==> src/rtl/hrange_lanes.sv <==
// Multi-lane arithmetic range generator: emits base, base+step, ... packed LANES per beat
// over a ready/valid/done handshake, with overflow-safe widened comparisons.
module hrange_lanes #(
    parameter int WIDTH     = 32,
    parameter int LANES     = 2,
    parameter int INCLUSIVE = 0
) (
    input  logic                     _clock,
    input  logic                     _reset,
    input  logic                     _start,
    input  logic signed [WIDTH-1:0]  base,
    input  logic signed [WIDTH-1:0]  limit,
    input  logic signed [WIDTH-1:0]  step,
    input  logic                     _ready,
    output logic                     _valid,
    output logic                     _done,
    output logic [LANES*WIDTH-1:0]   _out,
    output logic [LANES-1:0]         _keep,
    output logic                     _last
);

    // Headroom for cur + LANES*step without wrap-around.
    localparam int AW = WIDTH + $clog2(LANES) + 2;

    typedef enum logic {DONE, RUN} state_t;

    state_t                state;
    logic signed [AW-1:0]  cur;
    logic signed [AW-1:0]  lim_r;
    logic signed [AW-1:0]  step_r;
    logic                  ended;

    logic signed [AW-1:0]  src_cur;
    logic signed [AW-1:0]  src_lim;
    logic signed [AW-1:0]  src_step;
    logic signed [AW-1:0]  lane_v [LANES];
    logic signed [AW-1:0]  next_cur;
    logic [LANES-1:0]      beat_keep;
    logic [LANES*WIDTH-1:0] beat_out;
    logic                  beat_last;

    function automatic logic signed [AW-1:0] ext(input logic signed [WIDTH-1:0] v);
        return {{(AW-WIDTH){v[WIDTH-1]}}, v};
    endfunction

    function automatic logic in_range(input logic signed [AW-1:0] v,
                                      input logic signed [AW-1:0] lim,
                                      input logic signed [AW-1:0] stp);
        if (stp == '0)
            return 1'b0;
        else if (!stp[AW-1])
            return (INCLUSIVE != 0) ? (v <= lim) : (v < lim);
        else
            return (INCLUSIVE != 0) ? (v >= lim) : (v > lim);
    endfunction

    // A start forms its first beat straight from the inputs so it is valid next cycle.
    always_comb begin
        src_cur  = _start ? ext(base)  : cur;
        src_lim  = _start ? ext(limit) : lim_r;
        src_step = _start ? ext(step)  : step_r;
        beat_out = '0;
        lane_v[0]    = src_cur;
        beat_keep[0] = in_range(src_cur, src_lim, src_step);
        for (int k = 1; k < LANES; k++) begin
            lane_v[k]    = lane_v[k-1] + src_step;
            beat_keep[k] = beat_keep[k-1] && in_range(lane_v[k], src_lim, src_step);
        end
        for (int k = 0; k < LANES; k++) begin
            if (beat_keep[k])
                beat_out[k*WIDTH +: WIDTH] = lane_v[k][WIDTH-1:0];
        end
        next_cur  = lane_v[LANES-1] + src_step;
        beat_last = !beat_keep[LANES-1] || !in_range(next_cur, src_lim, src_step);
    end

    always_ff @(posedge _clock) begin
        if (!_reset) begin
            state  <= DONE;
            _valid <= 1'b0;
            _out   <= '0;
            _keep  <= '0;
            _last  <= 1'b0;
            ended  <= 1'b0;
        end else if (_start) begin
            lim_r  <= src_lim;
            step_r <= src_step;
            cur    <= next_cur;
            if (!beat_keep[0]) begin
                state  <= DONE;
                _valid <= 1'b0;
                _out   <= '0;
                _keep  <= '0;
                _last  <= 1'b0;
                ended  <= 1'b0;
            end else begin
                state  <= RUN;
                _valid <= 1'b1;
                _out   <= beat_out;
                _keep  <= beat_keep;
                _last  <= beat_last;
                ended  <= beat_last;
            end
        end else if (state == RUN) begin
            if (_valid && _ready && _last) begin
                state  <= DONE;
                _valid <= 1'b0;
            end else if ((!_valid || _ready) && !ended) begin
                _valid <= 1'b1;
                _out   <= beat_out;
                _keep  <= beat_keep;
                _last  <= beat_last;
                ended  <= beat_last;
                cur    <= next_cur;
            end else if (_valid && _ready) begin
                _valid <= 1'b0;
            end
        end
    end

    assign _done = (state == DONE);

endmodule
==> config.mk <==
export PLATFORM = sky130hd
export DESIGN_NAME = hrange_lanes
export DESIGN_NICKNAME = d
export VERILOG_FILES = /design/src/rtl/hrange_lanes.sv
export SDC_FILE = /design/constraint.sdc
export NUM_CORES = 1
export LEC_CHECK = 0
export CAP_MARGIN = 20
export CORE_MARGIN = 8
export CORE_UTILIZATION = 41
export CTS_CLUSTER_SIZE = 10
export DETAILED_ROUTE_END_ITERATION = 8
export PLACE_DENSITY_LB_ADDON = 0.1
export SYNTH_ARGS = -nofsm -noshare
export SYNTH_HDL_FRONTEND = slang
export SYNTH_SLANG_ARGS = --single-unit
==> constraint.sdc <==
create_clock -name _clock -period 10.5 [get_ports _clock]
set_input_delay 2.1 -clock _clock [delete_from_list [all_inputs] [get_ports _clock]]
set_output_delay 2.1 -clock _clock [all_outputs]
set_load 0.01 [all_outputs]
Word-level counts from Yosys, hierarchy flattened --
Cells that the tools add are included.
Operators by class: $lt $le $gt $ge 6, reductions and logical operators 18, bitwise logic cells 1, equality and inequality tests 1, add/subtract/negate cells 2, multiplexer cells 39
Operator list (number):
- $mux 64 | 5
- $mux 35 | 7
- $gt 35x35->1 | 3
- $lt 35x35->1 | 3
- $add 35x35->35 | 2
- $mux 32 | 2
- $logic_not 35->1 | 1
- $mux 1 | 20
- $mux 2 | 5
- $logic_and 1x1->1 | 4
- $logic_not 1->1 | 4
- $reduce_and 2->1 | 2
- $reduce_and 4->1 | 1
- $reduce_bool 2->1 | 2
- $reduce_bool 4->1 | 1
- $reduce_and 3->1 | 1
- $logic_or 1x1->1 | 2
- $ne 2x2->1 const B | 1
- $not 1->1 | 1
Word-level totals: logic and storage cells 75, output and inout bits 69, register bits after elaboration 174

Longest topological paths before layout --
Gate-level depths: netlist (run 1).
depth after elaboration 12, mapped depth 38, depth with buffers taken out 34

Worst setup path after synthesis (run 1) --
No wires, ideal clock.
path kind input-to-reg, start in _start, end reg ended, slack 303 ps, cell stages on the path 36, data arrival time 10105 ps, required time 10408 ps, path through buf_2 > buf_1 > buf_1 > clkbuf_1 > mux2i_1 > inv_1 > fa_1 > a211oi_1 > nor2_1 > o21ai_0 > a211oi_1 > a211o_1 > a31o_2 > a21oi_1 > xnor2_1 > ha_1 > buf_4 > and4_4 > nand2_1 > or3_1 > o211a_1 > o211ai_2 > a21oi_2 > or4_1 > a31o_1 > o21ai_2 > xor2_1 > ha_1 > nand2_1 > or3_1 > nor4_1 > a211oi_1 > mux2i_1 > mux2i_1 > nor2b_1 > o32ai_1
On the way: word-level cells in the longest chain between the ends 12
RTL lines:
- from (decl) | RTL line 10 | input logic _start,
- $mux 35 (*) | RTL line 61 | src_step = _start ? ext(step) : step_r;
- via src_step[1] | RTL line 35 | logic signed [AW-1:0] src_step;
- $add 35x35->35 | RTL line 66 | lane_v[k] = lane_v[k-1] + src_step;
- $add 35x35->35 (*) | RTL line 73 | next_cur = lane_v[LANES-1] + src_step;
- via next_cur[34] | RTL line 37 | logic signed [AW-1:0] next_cur;
- $lt 35x35->1 / $gt 35x35->1 (equally long branches) | RTL line 52, 54
- $mux 1 (*) | RTL line 51 | else if (!stp[AW-1])
- $mux 1 (*) | RTL line 49 | if (stp == '0)
- $logic_not 1->1 (*) | RTL line 74 | beat_last = !beat_keep[LANES-1] || !in_range(next_cur, src_lim, src_step);
- $logic_or 1x1->1 (*) | RTL line 74
- $mux 1 | RTL line 108 | end else if ((!_valid || _ready) && !ended) begin
- $mux 1 | RTL line 105 | if (_valid && _ready && _last) begin
- $mux 1 | RTL line 104 | end else if (state == RUN) begin
- $mux 1 (*) | RTL line 85 | end else if (_start) begin
- to (signal assigned) | RTL line 102 | ended <= beat_last;
- to (signal assigned) | RTL line 113 | ended <= beat_last;
- to (decl) | RTL line 31 | logic ended;
Mark *: on every way through the listed nets, which the timed path passes. The rest lies on a longest branch. The select of a mux whose other input is x is not followed. A chain may end at the register's enable or synchronous reset.

Final worst setup path (run 1) --
start in step[0], end reg ended
On the way: word-level cells in the longest chain between the ends 12
RTL lines:
- from (decl) | RTL line 13 | input logic signed [WIDTH-1:0] step,
- $mux 35 (*) | RTL line 61
- via src_step[0] | RTL line 35
- $add 35x35->35 | RTL line 66
- $add 35x35->35 (*) | RTL line 73
- via next_cur[34] | RTL line 37
- $lt 35x35->1 / $gt 35x35->1 (equally long branches) | RTL line 52, 54
- $mux 1 (*) | RTL line 51
- $mux 1 (*) | RTL line 49
- $logic_not 1->1 (*) | RTL line 74
- $logic_or 1x1->1 (*) | RTL line 74
- $mux 1 | RTL line 108
- $mux 1 | RTL line 105
- $mux 1 | RTL line 104
- $mux 1 (*) | RTL line 85
Marks and branches as above.

==> out/metrics.csv, run 1 <==
metric,value,unit
syn_to_final_growth,20.2,%
clk_latency,0.45,ns
dp_hpwl,32700,µm
drt_iter0_markers,577,
relSlewSlack,20.7,%
drc,0,
setup_viol,0,
required,10.86,ns
ant_nets,0,
synth-edff-count,105,
die_area,0.0378,mm²
netlist_area,0.0130,mm²
core_area,0.0315,mm²
tightest_slew,1.18,ns
async_reset_ff_share,0,%
placed_cells,1887,
cts_tree,built,
ir_drop,0.127,mV
finalSetupTns,0,ns
slowest_stage,or4_1,
vias,10800,
rsz0062_at_grt,no,
netlist-cell-type-count,72,
syn_inst,1352,
period_minus_slack,9.64,ns
cts-root-buf,clkbuf_16,
synth_ff_type,edfxtp_1,
finalCritPeriodShare,91.8,%
drv_cap,0,
final.setup_skew,0.0153,ns
dieWidth,194,µm
hold_path.class,flip-flop to flip-flop,
synth_nets,1629,
final_cell_mix,"ha_1 (175), clkdlybuf4s50_1 (166), nand2_1 (112)",
finalHoldViolCount,0,
powerDensity,289,mW/mm²
first_pass_iters,5,
place.gp.congestion,0.926,
clock_path_buffers,2,
wl_per_cell,21.8,µm
first_global_vias,10800,
start_util,41.4,%
ys_ff_latch,174,
synth.avg_cell_area,9.64,µm²
hold_slack,0.448,ns
p_leak,6.32,nW
maxSlewViolCount,0,
clk_transition_reported_paths,0.07,ns
h-tree-depth,4,
io-pin-count,169,
critPathArrivalTime,10.01,ns
cts_setup_buffers,0,
end_kind,flip-flop,
path_class,input pin to flip-flop,
start_kind,input pin,
status,"complete, no violations",
antenna_found_initial,0,
vias_per_cell,5.64,
r2r_slack,2.58,ns
power.total,4.52,mW
portBuffers,168,
grt_usage,21.8,%
critPathMaxStageDelay,0.58,ns
totalWireLength,41900,µm
final_net_count,1781,
cp_num_buf_inv,2,
final_common_cell,ha_1,
clkSinkCount,174,
ys_seq_area_share,34.8,%
instances_no_fill,1919,
diodes,0,
cts_buffers,17,
drive_above_1_share,8.44,%
grt_max_degree,71,
path_max_fanout,10,
grt_pass1_wl,64600,µm
cp_top_family,compound AO/OA/AOI/OAI gates,
grt-ovfl-total,0,
yosys_warnings,0,
num_rows,65,
max_freq,104,MHz
fp.dieH,194,µm
==> worst paths after layout <==
| check | start | end | cells past startpoint |
|---|---|---|---|
| worst max-delay path | step[0] | ended | 33 |
| worst min-delay path | _out[61] | _out[61] | 2 |
| worst max register to register | step_r[0] | ended | 32 |
| worst min register to register | _out[61] | _out[61] | 2 |
==> cells in the mapped netlist (19+ instances only) <==
cell type / instances / area (µm²)
a21boi_0: 41 / 308
a21boi_1: 29 / 218
a21o_1: 52 / 390
a21oi_1: 87 / 435
clkbuf_1: 24 / 90.1
dfxtp_1: 69 / 1380
edfxtp_1: 105 / 3150
ha_1: 175 / 2190
inv_1: 70 / 263
mux2_2: 61 / 687
mux2i_1: 35 / 350
nand2_1: 112 / 420
nand3_1: 83 / 415
nand4_1: 24 / 150
nor2_1: 58 / 218
nor4_1: 19 / 119
o21ai_0: 49 / 245
xnor2_1: 52 / 455
==> repair_timing <==
item | 4_1_cts | 5_1_grt
hold buffers | 0 | 0
endpoints found under the hold margin | 0 | 0
gates resized for setup | 0 | 1
setup endpoints to repair | 0 | 1
==> metal layers <==
| metal | routed length (µm) | track usage (%) | vias up |
|---|---|---|---|
| li1 | - | - | 5346 |
| met1 | 20400 | 30.4 | 5175 |
| met2 | 19000 | 34.9 | 261 |
| met3 | 1920 | 3.68 | 35 |
| met4 | 584 | 5.04 | 0 |
| met5 | 0 | 0 | - |
==> logic make-up after synthesis <==
kind of cell / after synthesis / synth area share [%]
AO/OA/AOI/OAI: 356 / 18.4
buffers and inverters: 116 / 3.62
AND/OR/NAND/NOR: 369 / 13.9
multiplexers: 96 / 7.96
XOR/XNOR: 64 / 4.30
flip-flops: 174 / 34.8
adder cells (fa/ha/maj): 177 / 17.1
==> area by class of cell <==
| cell class | count | area [µm²] |
|---|---|---|
| repair buffers | 178 | 1750 |
| inverters | 71 | 267 |
| clock buffers | 24 | 514 |
| clock inverters | 8 | 52.6 |
| multi-input cells | 1062 | 8060 |
| well taps | 402 | 503 |
| flip-flops and latches | 174 | 4530 |
| fillers | 2981 | 15800 |
==> state kept, by name, summed over array words and instances (netlist names) <==
register / flops
_valid: 1
_keep: 2
_out: 64
cur: 35
step_r: 35
ended: 1
state: 1
lim_r: 35
==> report_power, final <==
group	internal [mW]	switching (mW)	total [mW]
combinational	1.18	1.72	2.90
clock	0.344	0.296	0.641
sequential	0.932	0.0496	0.982
==> through the flow <==
stage	instance area (µm²)	setup slack, ns	util, %
after floorplan	13000	0.303	-
after global routing	15700	0.204	49.8
final	15700	0.856	49.8
after global placement	15100	0.513	48.0
after detailed placement	15100	0.334	48.0
after CTS	15700	0.753	49.8
==> worst register-to-register path, delay by kind of cell (launching register included) <==
family	cells	cell delay, ns
fa+ha+maj	4	1.51
compound gates	13	2.82
mux	3	0.65
buf+inv	1	0.13
flops	1	0.35
xor+xnor	2	0.24
simple gates	9	2.13
Power figures use the tool's default switching activity.
==> inputs of run 2 (changes only) <==
- CAP_MARGIN: 20 -> 5
==> results of run 2 <==
No change in the layout: final DEF, timing and power equal those of run 1.
